File: config.mk
export PLATFORM = sky130hd
export DESIGN_NAME = set_key_ctrl_flat
export DESIGN_NICKNAME = d
export VERILOG_FILES = /design/src/rtl/set_key_ctrl_pkg.sv /design/src/rtl/set_key_ctrl_if.sv /design/src/rtl/set_key_ctrl_debounce.sv /design/src/rtl/set_key_ctrl.sv /design/src/flat_wrapper.sv
export SDC_FILE = /design/constraint.sdc
export NUM_CORES = 1
export LEC_CHECK = 0
export ABC_AREA = 1
export CAP_MARGIN = 20
export CORE_ASPECT_RATIO = 1.4
export CORE_MARGIN = 1.5
export CORE_UTILIZATION = 50
export DETAILED_ROUTE_END_ITERATION = 7
export PLACE_DENSITY = 0.71
export SLEW_MARGIN = 20
export SYNTH_ARGS = -nofsm -noshare
export SYNTH_HDL_FRONTEND = slang
export SYNTH_SLANG_ARGS = --single-unit
File: constraint.sdc
create_clock -name clk -period 3.55 [get_ports clk]
set_input_delay 0.71 -clock clk [delete_from_list [all_inputs] [get_ports clk]]
set_output_delay 0.71 -clock clk [all_outputs]
set_load 0.01 [all_outputs]
File: src/rtl/set_key_ctrl_pkg.sv
// Shared types and constants for the time-setting key front end.
package set_ctrl_pkg;

    typedef enum logic [1:0] {
        RUN   = 2'd0,
        ENTER = 2'd1,
        SET   = 2'd2,
        EXIT  = 2'd3
    } state_e;

    localparam logic [1:0] FIELD_HOUR = 2'd2;
    localparam logic [1:0] FIELD_MIN  = 2'd1;
    localparam logic [1:0] FIELD_SEC  = 2'd0;

    localparam int unsigned KEY_MODE = 0;
    localparam int unsigned KEY_SEL  = 1;
    localparam int unsigned KEY_UP   = 2;
    localparam int unsigned KEY_DOWN = 3;
    localparam int unsigned KEY_NUM  = 4;

    function automatic int unsigned cnt_w(input int unsigned max_val);
        return (max_val < 1) ? 1 : $clog2(max_val + 1);
    endfunction

    function automatic logic [1:0] next_field(input logic [1:0] f);
        unique case (f)
            FIELD_HOUR: return FIELD_MIN;
            FIELD_MIN:  return FIELD_SEC;
            default:    return FIELD_HOUR;
        endcase
    endfunction

    function automatic logic [2:0] field_onehot(input logic [1:0] f);
        unique case (f)
            FIELD_HOUR: return 3'b100;
            FIELD_MIN:  return 3'b010;
            FIELD_SEC:  return 3'b001;
            default:    return '0;
        endcase
    endfunction

endpackage

File: src/rtl/set_key_ctrl_if.sv
// Key inputs and time-set strobes between the button panel and set_key_ctrl.
interface set_key_ctrl_if;

    logic       key_mode;
    logic       key_sel;
    logic       key_up;
    logic       key_down;
    logic       set_sign;
    logic       en;
    logic       leave;
    logic [2:0] signal_increase;
    logic [2:0] signal_decrease;
    logic [1:0] field_sel;

    modport master (
        output key_mode, key_sel, key_up, key_down,
        input  set_sign, en, leave, signal_increase, signal_decrease, field_sel
    );

    modport slave (
        input  key_mode, key_sel, key_up, key_down,
        output set_sign, en, leave, signal_increase, signal_decrease, field_sel
    );

endinterface

File: src/rtl/set_key_ctrl_debounce.sv
// One push-button: 2-flop synchroniser, stability counter, 1-cycle press pulse
// on the registered rising edge of the debounced level.
module key_debounce
    import set_ctrl_pkg::*;
#(
    parameter int unsigned DB_CYCLES = 20000
) (
    input  logic clk,
    input  logic rst_n,
    input  logic key_i,
    output logic level_o,
    output logic press_o
);

    localparam int unsigned CW = cnt_w(DB_CYCLES);
    localparam logic [CW-1:0] CNT_LAST = CW'(DB_CYCLES - 1);

    logic          sync1_q, sync2_q;
    logic          level_q, level_d;
    logic          level_dly_q;
    logic          press_q;
    logic [CW-1:0] cnt_q, cnt_d;

    // Counter only runs while the synchronised key disagrees with the level.
    always_comb begin
        cnt_d   = '0;
        level_d = level_q;
        if (sync2_q != level_q) begin
            if (cnt_q == CNT_LAST) begin
                level_d = ~level_q;
            end else begin
                cnt_d = cnt_q + 1'b1;
            end
        end
    end

    always_ff @(posedge clk) begin
        if (!rst_n) begin
            sync1_q     <= 1'b0;
            sync2_q     <= 1'b0;
            level_q     <= 1'b0;
            level_dly_q <= 1'b0;
            press_q     <= 1'b0;
            cnt_q       <= '0;
        end else begin
            sync1_q     <= key_i;
            sync2_q     <= sync1_q;
            level_q     <= level_d;
            level_dly_q <= level_q;
            press_q     <= level_q & ~level_dly_q;
            cnt_q       <= cnt_d;
        end
    end

    assign level_o = level_q;
    assign press_o = press_q;

endmodule

File: src/rtl/set_key_ctrl.sv
// RUN/SET mode controller: debounced keys, field select, inc/dec strobes with
// auto-repeat, and idle auto-exit for the downstream time-set block.
module set_key_ctrl
    import set_ctrl_pkg::*;
#(
    parameter int unsigned DB_CYCLES     = 20000,
    parameter int unsigned REPEAT_DELAY  = 500000,
    parameter int unsigned REPEAT_PERIOD = 100000,
    parameter int unsigned IDLE_TIMEOUT  = 10000000
) (
    input logic           clk,
    input logic           rst_n,
    set_key_ctrl_if.slave bus
);

    localparam int unsigned RW = cnt_w(REPEAT_DELAY);
    localparam int unsigned IW = cnt_w(IDLE_TIMEOUT);
    localparam logic [RW-1:0] REP_FIRE   = RW'(REPEAT_DELAY);
    localparam logic [RW-1:0] REP_RELOAD = RW'(REPEAT_DELAY - REPEAT_PERIOD + 1);
    localparam logic [IW-1:0] IDLE_MAX   = IW'(IDLE_TIMEOUT);

    logic [KEY_NUM-1:0] lvl, prs;
    logic               unused_lvl;

    state_e        state_q, state_d;
    logic [1:0]    field_q, field_d;
    logic [2:0]    inc_q, inc_d, dec_q, dec_d;
    logic [RW-1:0] up_cnt_q, up_cnt_d, dn_cnt_q, dn_cnt_d;
    logic [IW-1:0] idle_q, idle_d;
    logic          set_sign_q, en_q, leave_q;
    logic          up_act, dn_act, up_fire, dn_fire;

    key_debounce #(.DB_CYCLES(DB_CYCLES)) u_db_mode (
        .clk(clk), .rst_n(rst_n), .key_i(bus.key_mode),
        .level_o(lvl[KEY_MODE]), .press_o(prs[KEY_MODE])
    );
    key_debounce #(.DB_CYCLES(DB_CYCLES)) u_db_sel (
        .clk(clk), .rst_n(rst_n), .key_i(bus.key_sel),
        .level_o(lvl[KEY_SEL]), .press_o(prs[KEY_SEL])
    );
    key_debounce #(.DB_CYCLES(DB_CYCLES)) u_db_up (
        .clk(clk), .rst_n(rst_n), .key_i(bus.key_up),
        .level_o(lvl[KEY_UP]), .press_o(prs[KEY_UP])
    );
    key_debounce #(.DB_CYCLES(DB_CYCLES)) u_db_down (
        .clk(clk), .rst_n(rst_n), .key_i(bus.key_down),
        .level_o(lvl[KEY_DOWN]), .press_o(prs[KEY_DOWN])
    );

    assign unused_lvl = ^{lvl[KEY_MODE], lvl[KEY_SEL]};

    always_comb begin
        state_d  = state_q;
        field_d  = field_q;
        inc_d    = '0;
        dec_d    = '0;
        up_cnt_d = '0;
        dn_cnt_d = '0;
        idle_d   = '0;

        // Repeat counters run only for a lone held key in SET; a press restarts
        // the count at 1 so the first repeat lands REPEAT_DELAY after the press.
        up_act  = (state_q == SET) && lvl[KEY_UP] && !lvl[KEY_DOWN];
        dn_act  = (state_q == SET) && lvl[KEY_DOWN] && !lvl[KEY_UP];
        up_fire = up_act && (prs[KEY_UP] || (up_cnt_q == REP_FIRE));
        dn_fire = dn_act && (prs[KEY_DOWN] || (dn_cnt_q == REP_FIRE));

        if (up_act) begin
            if (prs[KEY_UP])                up_cnt_d = RW'(1);
            else if (up_cnt_q == REP_FIRE)  up_cnt_d = REP_RELOAD;
            else                            up_cnt_d = up_cnt_q + 1'b1;
        end
        if (dn_act) begin
            if (prs[KEY_DOWN])              dn_cnt_d = RW'(1);
            else if (dn_cnt_q == REP_FIRE)  dn_cnt_d = REP_RELOAD;
            else                            dn_cnt_d = dn_cnt_q + 1'b1;
        end

        unique case (state_q)
            RUN: begin
                if (prs[KEY_MODE]) begin
                    state_d = ENTER;
                    field_d = FIELD_HOUR;
                end
            end
            ENTER: state_d = SET;
            SET: begin
                if ((|prs) || up_fire || dn_fire) idle_d = '0;
                else if (idle_q != IDLE_MAX)      idle_d = idle_q + 1'b1;
                else                              idle_d = idle_q;

                if (prs[KEY_MODE] || (idle_q == IDLE_MAX)) state_d = EXIT;
                else if (prs[KEY_SEL])                     field_d = next_field(field_q);
                else if (up_fire)                          inc_d   = field_onehot(field_q);
                else if (dn_fire)                          dec_d   = field_onehot(field_q);
            end
            EXIT: state_d = RUN;
            default: state_d = RUN;
        endcase
    end

    always_ff @(posedge clk) begin
        if (!rst_n) begin
            state_q    <= RUN;
            field_q    <= FIELD_HOUR;
            inc_q      <= '0;
            dec_q      <= '0;
            up_cnt_q   <= '0;
            dn_cnt_q   <= '0;
            idle_q     <= '0;
            set_sign_q <= 1'b0;
            en_q       <= 1'b0;
            leave_q    <= 1'b0;
        end else begin
            state_q    <= state_d;
            field_q    <= field_d;
            inc_q      <= inc_d;
            dec_q      <= dec_d;
            up_cnt_q   <= up_cnt_d;
            dn_cnt_q   <= dn_cnt_d;
            idle_q     <= idle_d;
            set_sign_q <= (state_d == ENTER);
            en_q       <= (state_d == SET);
            leave_q    <= (state_d == EXIT);
        end
    end

    assign bus.set_sign        = set_sign_q;
    assign bus.en              = en_q;
    assign bus.leave           = leave_q;
    assign bus.signal_increase = inc_q;
    assign bus.signal_decrease = dec_q;
    assign bus.field_sel       = field_q;

endmodule

File: src/flat_wrapper.sv
// flat-port wrapper written by rule: the top's interface ports become plain ports
module set_key_ctrl_flat import set_ctrl_pkg::*;
#(
    parameter int unsigned DB_CYCLES     = 20000,
    parameter int unsigned REPEAT_DELAY  = 500000,
    parameter int unsigned REPEAT_PERIOD = 100000,
    parameter int unsigned IDLE_TIMEOUT  = 10000000
)
  (clk, rst_n, bus_key_mode, bus_key_sel, bus_key_up, bus_key_down, bus_set_sign, bus_en, bus_leave, bus_signal_increase, bus_signal_decrease, bus_field_sel);
  set_key_ctrl_if bus_i ();
  input logic clk;
  input logic rst_n;
  input wire logic [$bits(bus_i.key_mode)-1:0] bus_key_mode;
  input wire logic [$bits(bus_i.key_sel)-1:0] bus_key_sel;
  input wire logic [$bits(bus_i.key_up)-1:0] bus_key_up;
  input wire logic [$bits(bus_i.key_down)-1:0] bus_key_down;
  output wire logic [$bits(bus_i.set_sign)-1:0] bus_set_sign;
  output wire logic [$bits(bus_i.en)-1:0] bus_en;
  output wire logic [$bits(bus_i.leave)-1:0] bus_leave;
  output wire logic [$bits(bus_i.signal_increase)-1:0] bus_signal_increase;
  output wire logic [$bits(bus_i.signal_decrease)-1:0] bus_signal_decrease;
  output wire logic [$bits(bus_i.field_sel)-1:0] bus_field_sel;
  assign bus_i.key_mode = bus_key_mode;
  assign bus_i.key_sel = bus_key_sel;
  assign bus_i.key_up = bus_key_up;
  assign bus_i.key_down = bus_key_down;
  assign bus_set_sign = bus_i.set_sign;
  assign bus_en = bus_i.en;
  assign bus_leave = bus_i.leave;
  assign bus_signal_increase = bus_i.signal_increase;
  assign bus_signal_decrease = bus_i.signal_decrease;
  assign bus_field_sel = bus_i.field_sel;
  set_key_ctrl #(.DB_CYCLES(DB_CYCLES), .REPEAT_DELAY(REPEAT_DELAY), .REPEAT_PERIOD(REPEAT_PERIOD), .IDLE_TIMEOUT(IDLE_TIMEOUT)) u_core (.clk(clk), .rst_n(rst_n), .bus(bus_i));
endmodule
Word-level counts from Yosys, hierarchy flattened:

Index checks and enable logic that the tools add are counted.

* bits in registers: 155
* bits of input ports: 6
* output and inout bits: 11
* logic and storage cells: 138

* equal/unequal tests: 23
* add/sub/neg operators: 7
* bitwise operators: 22
* reductions and logical operators: 35
* mux-type cells: 13

Operators by type and width (number)
* $add 15x1->15 const B: 4
* $eq 15x15->1 const B: 4
* $add 19x1->19 const B: 2
* $eq 19x19->1 const B: 2
* $mux 19: 2
* $add 24x1->24 const B: 1
* $eq 24x24->1 const B: 1
* $ne 24x24->1 const B: 1
* $reduce_or 3->1: 7
* $not 1->1: 18
* $reduce_and 2->1: 6
* $reduce_or 4->1: 3
* $eq 2x2->1 const B: 5
* $mux 2: 5
* $pmux 3 s3: 1
* $pmux 2 s2: 2
* $pmux 2 s4: 1
* $eq 2x1->1 const B: 3
* $logic_and 1x1->1: 6
* $ne 2x2->1 const B: 3
* $reduce_or 6->1: 1
* $logic_or 1x1->1: 5
* $reduce_or 5->1: 1
* $and 1x1->1: 4
* 6 further kinds: 12

Longest topological paths before layout:

Gate-level depths: netlist of run 1.

* depth in word-level cells: 7
* depth in mapped cells: 10
* mapped depth without buffers: 10

Hierarchy:

From an unflattened synthesis of run 1, not the netlist that was laid out.

* cell total of the unflattened synthesis: 1053
* area total of the unflattened synthesis: 7626.1 sq um

By module, submodules not included
* set_key_ctrl: cells each 549, sequential area each 1501.4 sq um, instances 1, area each 3992.6 sq um
* key_debounce: cells each 126, sequential area each 400.4 sq um, instances 4, area each 908.4 sq um

Worst setup path before layout of run 1:

No wires, ideal clock.

* path type: input -> register
* from: input port rst_n
* to: register u_core.idle_q[16]
* buffers on the path: 1
* arrival: 1573 ps
* slack: 1915 ps
* cell stages on the path: 8
* library setup time: 62 ps
* path through: inv_2 > or2_1 > inv_2 > nand3_1 > nor3_2 > nand3_2 > buf_6 > nor2_2

* cells in the longest elaborated chain, start to end: 2

RTL lines
* start, declared: line flat_wrapper.sv:12 `input logic rst_n;`
* $not 1->1 (no line)
* $reduce_or 3->1 (no line)
* end signal, assigned: line set_key_ctrl.sv:121 `idle_q <= idle_d;`
* end, declared: line set_key_ctrl.sv:29 `logic [IW-1:0] idle_q, idle_d;`

No other way between the ends.
A chain may end at the register's enable or synchronous reset.

Worst setup path in the final report of run 1:

* from: input port rst_n
* to: register u_core.idle_q[21]

The elaborated chain is that of the path after synthesis.

==> metrics.cfg, run 1 <==
[outcome]
status = complete, no violations

[cts]
post_cts_resize_count = 0
hold_buffers = 0
cts_tree = yes
cts_buffers = 17
cts.clk_slew.worst_paths_ns = 0.06
clock-sinks = 155
clock_latency_ns = 0.42
cts_setup_buffers = 0
cts-root-buf = clkbuf_16
h-tree-depth = 4
clockBufferDepth = 2

[global_route]
grt_max_degree = 25
track_usage_pct = 18.9
antenna_found_initial = 0
grt_pass1_vias = 5476
overflow = 0
grt_pass1_wl_um = 22400

[min_path]
hp-class = reg2reg

[pwr]
switching_share_pct = 20.4
p_int_mw = 2.79
p_leak_nw = 2.85
comb_power_share_pct = 0.8
power.share.sequential_pct = 50.0
ir_drop_mv = 0.304
power_density_nw_per_um2 = 439
p_switching_mw = 0.713
clock_power_share_pct = 49.2

[yosys]
synth_seq_cells = 155
syn_area_per_cell_sq_um = 7.39
synth_fp_nets = 977
synth.distinct_cells = 35
synth_area_sq_um = 7060
synthCells = 956
yosys_warnings = 0
ys_seq_area_share_pct = 43.9

[cells_and_area]
layout-drive-gt1-share_pct = 7.34
fin_cells = 1180
diodes = 0
fin_nets = 1004
area_growth_pct = 12.8

[floorplan]
die_x_um = 103
dieArea_sq_um = 14900
num_rows = 51
ios = 17
coreArea_sq_um = 13800
chipHeight_um = 144
initial_utilization_pct = 51.0

[timing]
fin_crit_sh_pct = 63.9
relSlewSlack_pct = 53.6
period_minus_slack_ns = 2.27
max_freq_ghz = 0.441
tns_ns = 0
hold_ws_ns = 0.391
hold_viol = 0
finalSetupViolCount = 0
rsz0062_at_grt = no
finalClockSkew_ns = 0.0100
worst_pin_slew_ns = 0.695
report.final.slew_viol_count = 0

[route]
post_drt_wl_per_cell_um = 11.0
post-route-drc-count = 0
via_per_inst = 4.91
ant_nets = 0
via_count = 5799
wirelength_um = 13000
dr.pass1.iters = 7
first_iter_violations = 205

[worst_setup_path]
cp_common_cell = inv_2
crit_fanout = 24
crit_path_start_kind = input port
required_ns = 3.88
worstSetupEndpointType = flip-flop
cp.arrival_ns = 2.60
worst-path-buf-inv = 3
max_stage_delay_ns = 0.57
cp_slowest_cell = nand3_2
path_cells = clkdlybuf4s50_1 > inv_2 > or2_1 > inv_2 > nand3_1 > nor3_2 > nand3_2 > nor2_2
path_class = in2reg
critPathTopFamily = simple AND/OR/NAND/NOR gates

[place]
hpwl_um = 9370
finalWeightedCongestion = 0.864
port_buffers = 16
placed_cells = 1149

[flow_run]
maxCapViolations = 0

state kept, by name, indices dropped and copies added, names as in the netlist, 2 cells and up:
name / cells
u_core.bus.signal_decrease: 3
u_core.u_db_up.cnt_q: 15
u_core.bus.signal_increase: 3
u_core.state_q: 2
u_core.bus.field_sel: 2
u_core.u_db_sel.cnt_q: 15
u_core.idle_q: 24
u_core.u_db_mode.cnt_q: 15
u_core.u_db_down.cnt_q: 15
u_core.up_cnt_q: 19
u_core.dn_cnt_q: 19
power by group through the flow:
stage | Combinational, mW | Sequential, mW | Clock, mW
CTS | 0.0293 | 1.75 | 1.76
global placement | 0.0288 | 1.79 | 0
detailed placement | 0.0291 | 1.79 | 0
finish | 0.0288 | 1.75 | 1.72
floorplan | 0.0185 | 1.79 | 0
global route | 0.0332 | 1.75 | 1.83
worst paths after layout:
path                                                  from                      to  slack, ns  cells past startpoint
worst max register to register          u_core.up_cnt_q[0]       u_core.idle_q[21]       1.43                      9
worst min-delay path            u_core.u_db_up.level_dly_q  u_core.u_db_up.press_o       0.39                      1
worst min register to register  u_core.u_db_up.level_dly_q  u_core.u_db_up.press_o       0.39                      1
worst max-delay path                                 rst_n       u_core.idle_q[21]       1.28                      8
cell families after synthesis:
group | Yosys count | share of synthesized area (%)
AOI/OAI and AO/OA | 79 | 6.13
xor gates and xnor gates | 49 | 6.08
adders and majority gates | 15 | 2.66
buffers and inverters | 165 | 9.07
DFF | 155 | 43.9
and+or+nand+nor | 493 | 32.1
cell usage in the layout, fill, tap and decap left out, types with 2 or more instances in the layout:
master / n
nand2_1: 164
dfxtp_1: 155
inv_1: 151
nor2_1: 135
nand3_1: 60
nor3_1: 48
xor2_1: 38
a21oi_1: 36
nand4_1: 26
nor2_2: 23
o21ai_0: 22
clkbuf_16: 17
clkdlybuf4s50_1: 16
ha_1: 15
nor3b_1: 11
xnor2_1: 11
a31oi_1: 11
or2_2: 5
inv_2: 5
o21bai_1: 4
nor4_1: 4
nand3b_1: 4
clkinvlp_4: 4
nor3_2: 3
nor3_4: 3
clkbuf_1: 3
clkinv_2: 3
o21a_1: 2
and3_1: 2
nand2_2: 2
bufinv_16: 2
per-stage QoR:
step                total power, mW  util [%]  setup WS, ns  cell area (sq um)
floorplan                      1.80         -          1.92               7060
global placement               1.81      53.5         0.874               7410
global route                   3.61      57.5          1.13               7970
detailed placement             1.82      53.5         0.844               7410
finish                         3.50      57.5          1.28               7970
CTS                            3.54      57.5          1.26               7970
synth_stat cells:
master | number | area [sq um]
nand3_1 | 60 | 300
nor3_1 | 48 | 240
o21bai_1 | 4 | 30.0
nor3b_1 | 11 | 82.6
nand2_2 | 2 | 12.5
a21oi_2 | 1 | 8.76
a21boi_0 | 1 | 7.51
nor3_4 | 3 | 48.8
ha_1 | 15 | 188
nand4_1 | 26 | 163
xnor2_1 | 11 | 96.3
o211ai_1 | 1 | 7.51
or2_1 | 1 | 6.26
nor4_1 | 4 | 25.0
and3_1 | 2 | 12.5
nor2_2 | 23 | 144
nor2_4 | 1 | 11.3
xor2_1 | 38 | 333
buf_6 | 2 | 22.5
a31oi_1 | 11 | 68.8
nor2_1 | 135 | 507
or2_2 | 5 | 31.3
nand2_1 | 164 | 616
buf_2 | 5 | 25.0
o21ai_1 | 1 | 5.00
inv_1 | 151 | 567
nand3_2 | 1 | 10.0
nand3b_1 | 4 | 30.0
inv_2 | 5 | 18.8
o21ai_0 | 22 | 110
a21oi_1 | 36 | 180
o21a_1 | 2 | 15.0
dfxtp_1 | 155 | 3100
clkbuf_1 | 2 | 7.51
nor3_2 | 3 | 30.0
per-layer routing:
layer,GRT usage [%],up-vias,wire length [um]
met5,0,-,0
met4,8.04,0,276
met3,3.75,24,239
met2,34.9,57,6840
met1,20.5,2618,5620
li1,-,3100,-
area by class of cell:
| class | instances | area [sq um] |
|---|---|---|
| Timing Repair Buffer | 17 | 168 |
| Multi-Input combinational cell | 636 | 3320 |
| Sequential cell | 155 | 3100 |
| Clock inverter | 11 | 123 |
| Inverter | 156 | 586 |
| Clock buffer | 20 | 437 |
| Fill cell | 1338 | 5880 |
| Tap cell | 185 | 231 |
Power figures use the tool's default switching activity.
==> inputs of run 2 (changes only) <==
clock period = 2.2 ns   (was 3.55 ns; I/O delays follow)
==> run 2 against run 1 <==
Via count shrank 0.28%; first-iteration DRC count rose by 3.4%; power increased by 74%; design area rose by 1.8%; sequential power increased by 61%; highest routed layer unchanged; largest power group is now clock; clock power rose by 87%; non-clock buffer count grew 3; register-to-register slack lost 1.1 ns; die area stayed put; flip-flop and latch count unchanged; utilization is 1.0 points higher; cell count increased by 0.34%.
==> metrics.cfg, run 2 (synthesis gave the netlist of run 1 again) <==
[global_route]
grt_max_degree = 25  ; unchanged
grt_pass1_vias = 5460  ; was 5476
track_usage_pct = 18.9  ; about the same
overflow = 0  ; unchanged
antenna_found_initial = 0  ; unchanged
grt_pass1_wl_um = 22500  ; was 22400 um

[cts]
clock-sinks = 155  ; unchanged
post_cts_resize_count = 0  ; unchanged
cts.clk_slew.worst_paths_ns = 0.06  ; about the same
clock_latency_ns = 0.42  ; about the same
cts-root-buf = clkbuf_16  ; unchanged
clockBufferDepth = 2  ; unchanged
cts_setup_buffers = 0  ; unchanged
h-tree-depth = 4  ; unchanged
hold_buffers = 0  ; unchanged
cts_buffers = 17  ; unchanged
cts_tree = yes  ; unchanged

[place]
hpwl_um = 9420  ; was 9370 um
placed_cells = 1152  ; was 1149
placed_area_sq_um = 7450  ; was 7410 sq um
port_buffers = 16  ; unchanged
finalWeightedCongestion = 0.826  ; was 0.864

[worst_setup_path]
required_ns = 2.54  ; was 3.88 ns
path_class = reg2reg  ; was in2reg
cp.arrival_ns = 2.21  ; was 2.60 ns
crit_path_start_kind = flip-flop  ; was input port
worstSetupEndpointType = flip-flop  ; unchanged
crit_fanout = 12  ; was 24

[timing]
tns_ns = 0  ; unchanged
relSlewSlack_pct = 60.2  ; was 53.6%
finalSetupViolCount = 0  ; unchanged
worst_pin_slew_ns = 0.591  ; was 0.695 ns
period_minus_slack_ns = 1.86
max_freq_ghz = 0.537
report.final.slew_viol_count = 0  ; unchanged
hold_viol = 0  ; unchanged
finalClockSkew_ns = 0.0170  ; was 0.0100 ns
rsz0062_at_grt = no  ; unchanged
fin_crit_sh_pct = 84.7

[floorplan]
chipHeight_um = 144  ; unchanged
coreArea_sq_um = 13800  ; unchanged
dieArea_sq_um = 14900  ; unchanged
initial_utilization_pct = 51.0  ; unchanged
num_rows = 51  ; unchanged
die_x_um = 103  ; unchanged
ios = 17  ; unchanged

[outcome]
status = complete, no violations  ; unchanged

[route]
ant_nets = 0  ; unchanged
wirelength_um = 12900  ; was 13000 um
post-route-drc-count = 0  ; unchanged
via_count = 5783  ; was 5799
post_drt_wl_per_cell_um = 10.9  ; was 11.0 um
via_per_inst = 4.88  ; was 4.91
dr.pass1.iters = 4  ; was 7
first_iter_violations = 212  ; was 205

[cells_and_area]
fin_area_sq_um = 8110  ; was 7970 sq um
layout-drive-gt1-share_pct = 7.91  ; was 7.34%
diodes = 0  ; unchanged
fin_nets = 1007  ; was 1004
utilization_pct = 58.6  ; was 57.5%
layout.cells.most_common_list = nand2_1, dfxtp_1, inv_1  ; unchanged
final_common_cell = nand2_1  ; unchanged
regMostFlops = u_core.idle_q  ; unchanged
area_growth_pct = 14.8  ; was 12.8%
reg_top3 = u_core.idle_q (24), u_core.dn_cnt_q (19), u_core.up_cnt_q (19)  ; unchanged
fin_cells = 1184  ; was 1180
largest_reg_flops = 24  ; unchanged

[pwr]
power_density_nw_per_um2 = 750  ; was 439 nW/um^2
p_leak_nw = 2.92  ; was 2.85 nW
ir_drop_mv = 0.458  ; was 0.304 mV

[min_path]
hp-class = reg2reg  ; unchanged

[flow_run]
maxCapViolations = 0  ; unchanged

-- run 2: changes by cell type in the layout (fill, tap and decap cells not counted) --
| cell | before | now |
|---|---|---|
| bufinv_16 | 2 | 5 |
| buf_12 | 0 | 2 |
| clkbuf_1 | 3 | 1 |
| clkinv_2 | 3 | 1 |
| inv_6 | 1 | 3 |
| buf_4 | 1 | 2 |
| clkbuf_8 | 0 | 1 |
| clkinvlp_4 | 4 | 3 |
-- run 2: cell type report --
cell class | instances | area (sq um)
fill | 1292 | 5740
multi-input combinational | 636 | 3320
tap | 185 | 231
clock inverter | 13 | 213
inverter | 156 | 586
sequential | 155 | 3100
timing repair buffer | 20 | 215
clock buffer | 19 | 443
-- run 2: where the power goes --
| part | total (mW) | switching, mW | internal, mW |
|---|---|---|---|
| combinational | 0.0504 | 0.0291 | 0.0213 |
| sequential | 2.82 | 0.00432 | 2.82 |
| clock | 3.21 | 1.16 | 2.05 |
| total | 6.08 | 1.19 | 4.89 |
-- run 2: final timing paths --
check | depth (start not counted) | start | slack, ns | to
max | 8 | u_core.state_q[0] | 0.34 | u_core.up_cnt_q[8]
min | 1 | u_core.u_db_up.level_dly_q | 0.39 | u_core.u_db_up.press_o
max reg2reg | 8 | u_core.state_q[0] | 0.34 | u_core.up_cnt_q[8]
min reg2reg | 1 | u_core.u_db_up.level_dly_q | 0.39 | u_core.u_db_up.press_o
-- run 2: critical path, stage by stage (launching register included) --
cell	delay (ns)
dfxtp_1	0.30
inv_1	0.07
ha_1	0.26
inv_1	0.11
nor3_1	0.26
nand2_1	0.11
nor2_1	0.14
nand2_1	0.28
nor3b_1	0.25
-- run 2: through the flow --
step                worst slack [ns]  power [mW]  hold slack (ns)
floorplan                      0.634        2.91            0.368
global placement               0.201        2.93            0.372
detailed placement             0.148        2.93            0.371
CTS                            0.313        6.16            0.387
global route                  0.0574        6.28            0.407
finish                         0.337        6.08            0.393
-- run 2: metal layers --
layer | up-vias | global-route usage [%] | wire (um)
met5 | - | 0 | 0
met4 | 0 | 8.25 | 286
met3 | 24 | 4.13 | 428
met2 | 71 | 33.6 | 6610
met1 | 2583 | 21.4 | 5570
li1 | 3105 | - | -
==> inputs of run 3 (changes only) <==
PLACE_DENSITY = 0.73   (was 0.71)
clock period = 1.7 ns   (was 2.2 ns; I/O delays follow)
==> run 3 against run 2 <==
First-iteration DRC count down 8.5%; routed wire length up 12%; clock skew down 0.0082 ns; register-to-register slack worse by 0.25 ns; setup slack worse by 0.27 ns; clock-buffer cell count up 1; design area up 7.9%; largest power group unchanged; sequential share of layout area down 2.7 points; power up 27%.
==> metrics.cfg, run 3 (synthesis gave the netlist of run 1 again) <==
[cts]
hold_buffers = 0  ; unchanged
clock-sinks = 155  ; unchanged
cts.clk_slew.worst_paths_ns = 0.06  ; about the same
cts_buffers = 17  ; unchanged
clockBufferDepth = 2  ; unchanged
clock_latency_ns = 0.43  ; was 0.42 ns
cts_tree = yes  ; unchanged
h-tree-depth = 4  ; unchanged
cts-root-buf = clkbuf_16  ; unchanged

[worst_setup_path]
path_cells = clkdlybuf4s50_1  ; was inv_1 > ha_1 > inv_1 > nor3_1 > nand2_1 > nor2_1 > nand2_1 > nor3b_1
required_ns = 1.36  ; was 2.54 ns
worstSetupEndpointType = primary output  ; was flip-flop
crit_fanout = 1  ; was 12
r2r_end = u_core.idle_q[4]  ; was u_core.up_cnt_q[8]
path_class = reg2out  ; was reg2reg
cp_slowest_cell = clkdlybuf4s50_1  ; was dfxtp_1
critPathTopFamily = buffers and inverters  ; was simple AND/OR/NAND/NOR gates
r2r_slack_ns = 0.09  ; was 0.34 ns
cp.depth = 1  ; was 8
worst-path-buf-inv = 1  ; was 2
cp.arrival_ns = 1.30  ; was 2.21 ns
max_stage_delay_ns = 0.54  ; was 0.30 ns
crit_path_start_kind = flip-flop  ; unchanged
rr_startpoint = u_core.up_cnt_q[0]  ; was u_core.state_q[0]
rr_worst_depth = 10  ; was 8

[floorplan]
die_x_um = 103  ; unchanged
coreArea_sq_um = 13800  ; unchanged
num_rows = 51  ; unchanged
chipHeight_um = 144  ; unchanged
initial_utilization_pct = 51.0  ; unchanged
dieArea_sq_um = 14900  ; unchanged
ios = 17  ; unchanged

[pwr]
ir_drop_mv = 0.684  ; was 0.458 mV
power_density_nw_per_um2 = 881  ; was 750 nW/um^2
power_mw = 7.71  ; was 6.08 mW
p_leak_nw = 3.29  ; was 2.92 nW

[cells_and_area]
final_common_cell = nand2_1  ; unchanged
fin_area_sq_um = 8750  ; was 8110 sq um
layout-drive-gt1-share_pct = 17.5  ; was 7.91%
utilization_pct = 63.2  ; was 58.6%
reg_top3 = u_core.idle_q (24), u_core.dn_cnt_q (19), u_core.up_cnt_q (19)  ; unchanged
area_growth_pct = 23.9  ; was 14.8%
layout.cells.most_common_list = nand2_1, dfxtp_1, inv_1  ; unchanged
fill_cells = 1188  ; was 1292
fin_nets = 1068  ; was 1007
fin_cells = 1245  ; was 1184
regMostFlops = u_core.idle_q  ; unchanged
largest_reg_flops = 24  ; unchanged
diodes = 0  ; unchanged

[route]
first_iter_violations = 194  ; was 212
dr.pass1.iters = 7  ; was 4
ant_nets = 0  ; unchanged
wirelength_um = 14400  ; was 12900 um
post_drt_wl_per_cell_um = 11.6  ; was 10.9 um
via_per_inst = 4.92  ; was 4.88
post-route-drc-count = 0  ; unchanged
via_count = 6120  ; was 5783

[timing]
period_minus_slack_ns = 1.64
hold_viol = 0  ; unchanged
fin_crit_sh_pct = 96.3
max_freq_ghz = 0.611
finalSetupViolCount = 0  ; unchanged
relSlewSlack_pct = 74.5  ; was 60.2%
worst_pin_slew_ns = 0.378  ; was 0.591 ns
finalClockSkew_ns = 0.00882  ; was 0.0170 ns
hold_ws_ns = 0.381  ; was 0.393 ns
report.final.slew_viol_count = 0  ; unchanged
tns_ns = 0  ; unchanged
final_critical_path_setup_slack_ns = 0.0624  ; was 0.337 ns
rsz0062_at_grt = yes  ; was no

[min_path]
worstHoldPathCells = 1  ; unchanged
hold_start = u_core.u_db_down.level_dly_q  ; was u_core.u_db_up.level_dly_q
hp-class = reg2reg  ; unchanged
hold_end = u_core.u_db_down.press_o  ; was u_core.u_db_up.press_o

[global_route]
use_met3_pct = 5.11  ; was 4.13%
met2_usage_pct = 37.9  ; was 33.6%
overflow = 0  ; unchanged
grt_pass1_wl_um = 24400  ; was 22500 um
grtUsageMet1_pct = 22.4  ; was 21.4%
grt_max_degree = 25  ; unchanged
antenna_found_initial = 0  ; unchanged
track_usage_pct = 20.8  ; was 18.9%
grt_pass1_vias = 5895  ; was 5460
grt_busiest_layer = met2  ; unchanged

[place]
placed_cells = 1206  ; was 1152
finalWeightedCongestion = 0.898  ; was 0.826
hpwl_um = 10000  ; was 9420 um
placed_area_sq_um = 7860  ; was 7450 sq um
port_buffers = 16  ; unchanged
pre_cts_ws_ns = -0.181  ; was 0.148 ns

[outcome]
status = complete, no violations  ; unchanged

[flow_run]
maxCapViolations = 0  ; unchanged

[run 3: layout make-up]
type	count	area, sq um	area share, %
clock inverter	12	163	1.86
clock buffer	20	467	5.33
inverter	156	586	6.69
timing repair buffer	81	709	8.11
tap	185	231	2.65
sequential	155	3110	35.6
multi-input combinational	636	3480	39.8
[run 3: worst max path at each step]
stage / from / endpoint
floorplan: u_core.u_db_mode.cnt_q[0] / u_core.u_db_mode.cnt_q[14]
global placement: rst_n / u_core.idle_q[2]
detailed placement: rst_n / u_core.idle_q[0]
CTS: u_core.dn_cnt_q[0] / u_core.idle_q[0]
global route: u_core.u_db_mode.cnt_q[0] / u_core.u_db_mode.cnt_q[14]
finish: u_core.bus.en / bus_en
[run 3: power breakdown]
group | switching [mW] | internal [mW] | total, mW
sequential | 0.00542 | 3.64 | 3.65
combinational | 0.0421 | 0.0409 | 0.0830
clock | 1.54 | 2.44 | 3.98
[run 3: layer usage]
| layer | part of all wire (%) | wire length (um) |
|---|---|---|
| met4 | 3.0 | 429 |
| met5 | 0 | 0 |
| met2 | 53 | 7600 |
| met1 | 41 | 5920 |
| met3 | 3.1 | 441 |
[run 3: repair_timing]
item / 4_1_cts / 5_1_grt
resized for setup: 6 / 52
setup buffers: 0 / 4
pin swaps: 0 / 17
setup endpoints to repair: 16 / 77
gates cloned: 0 / 3
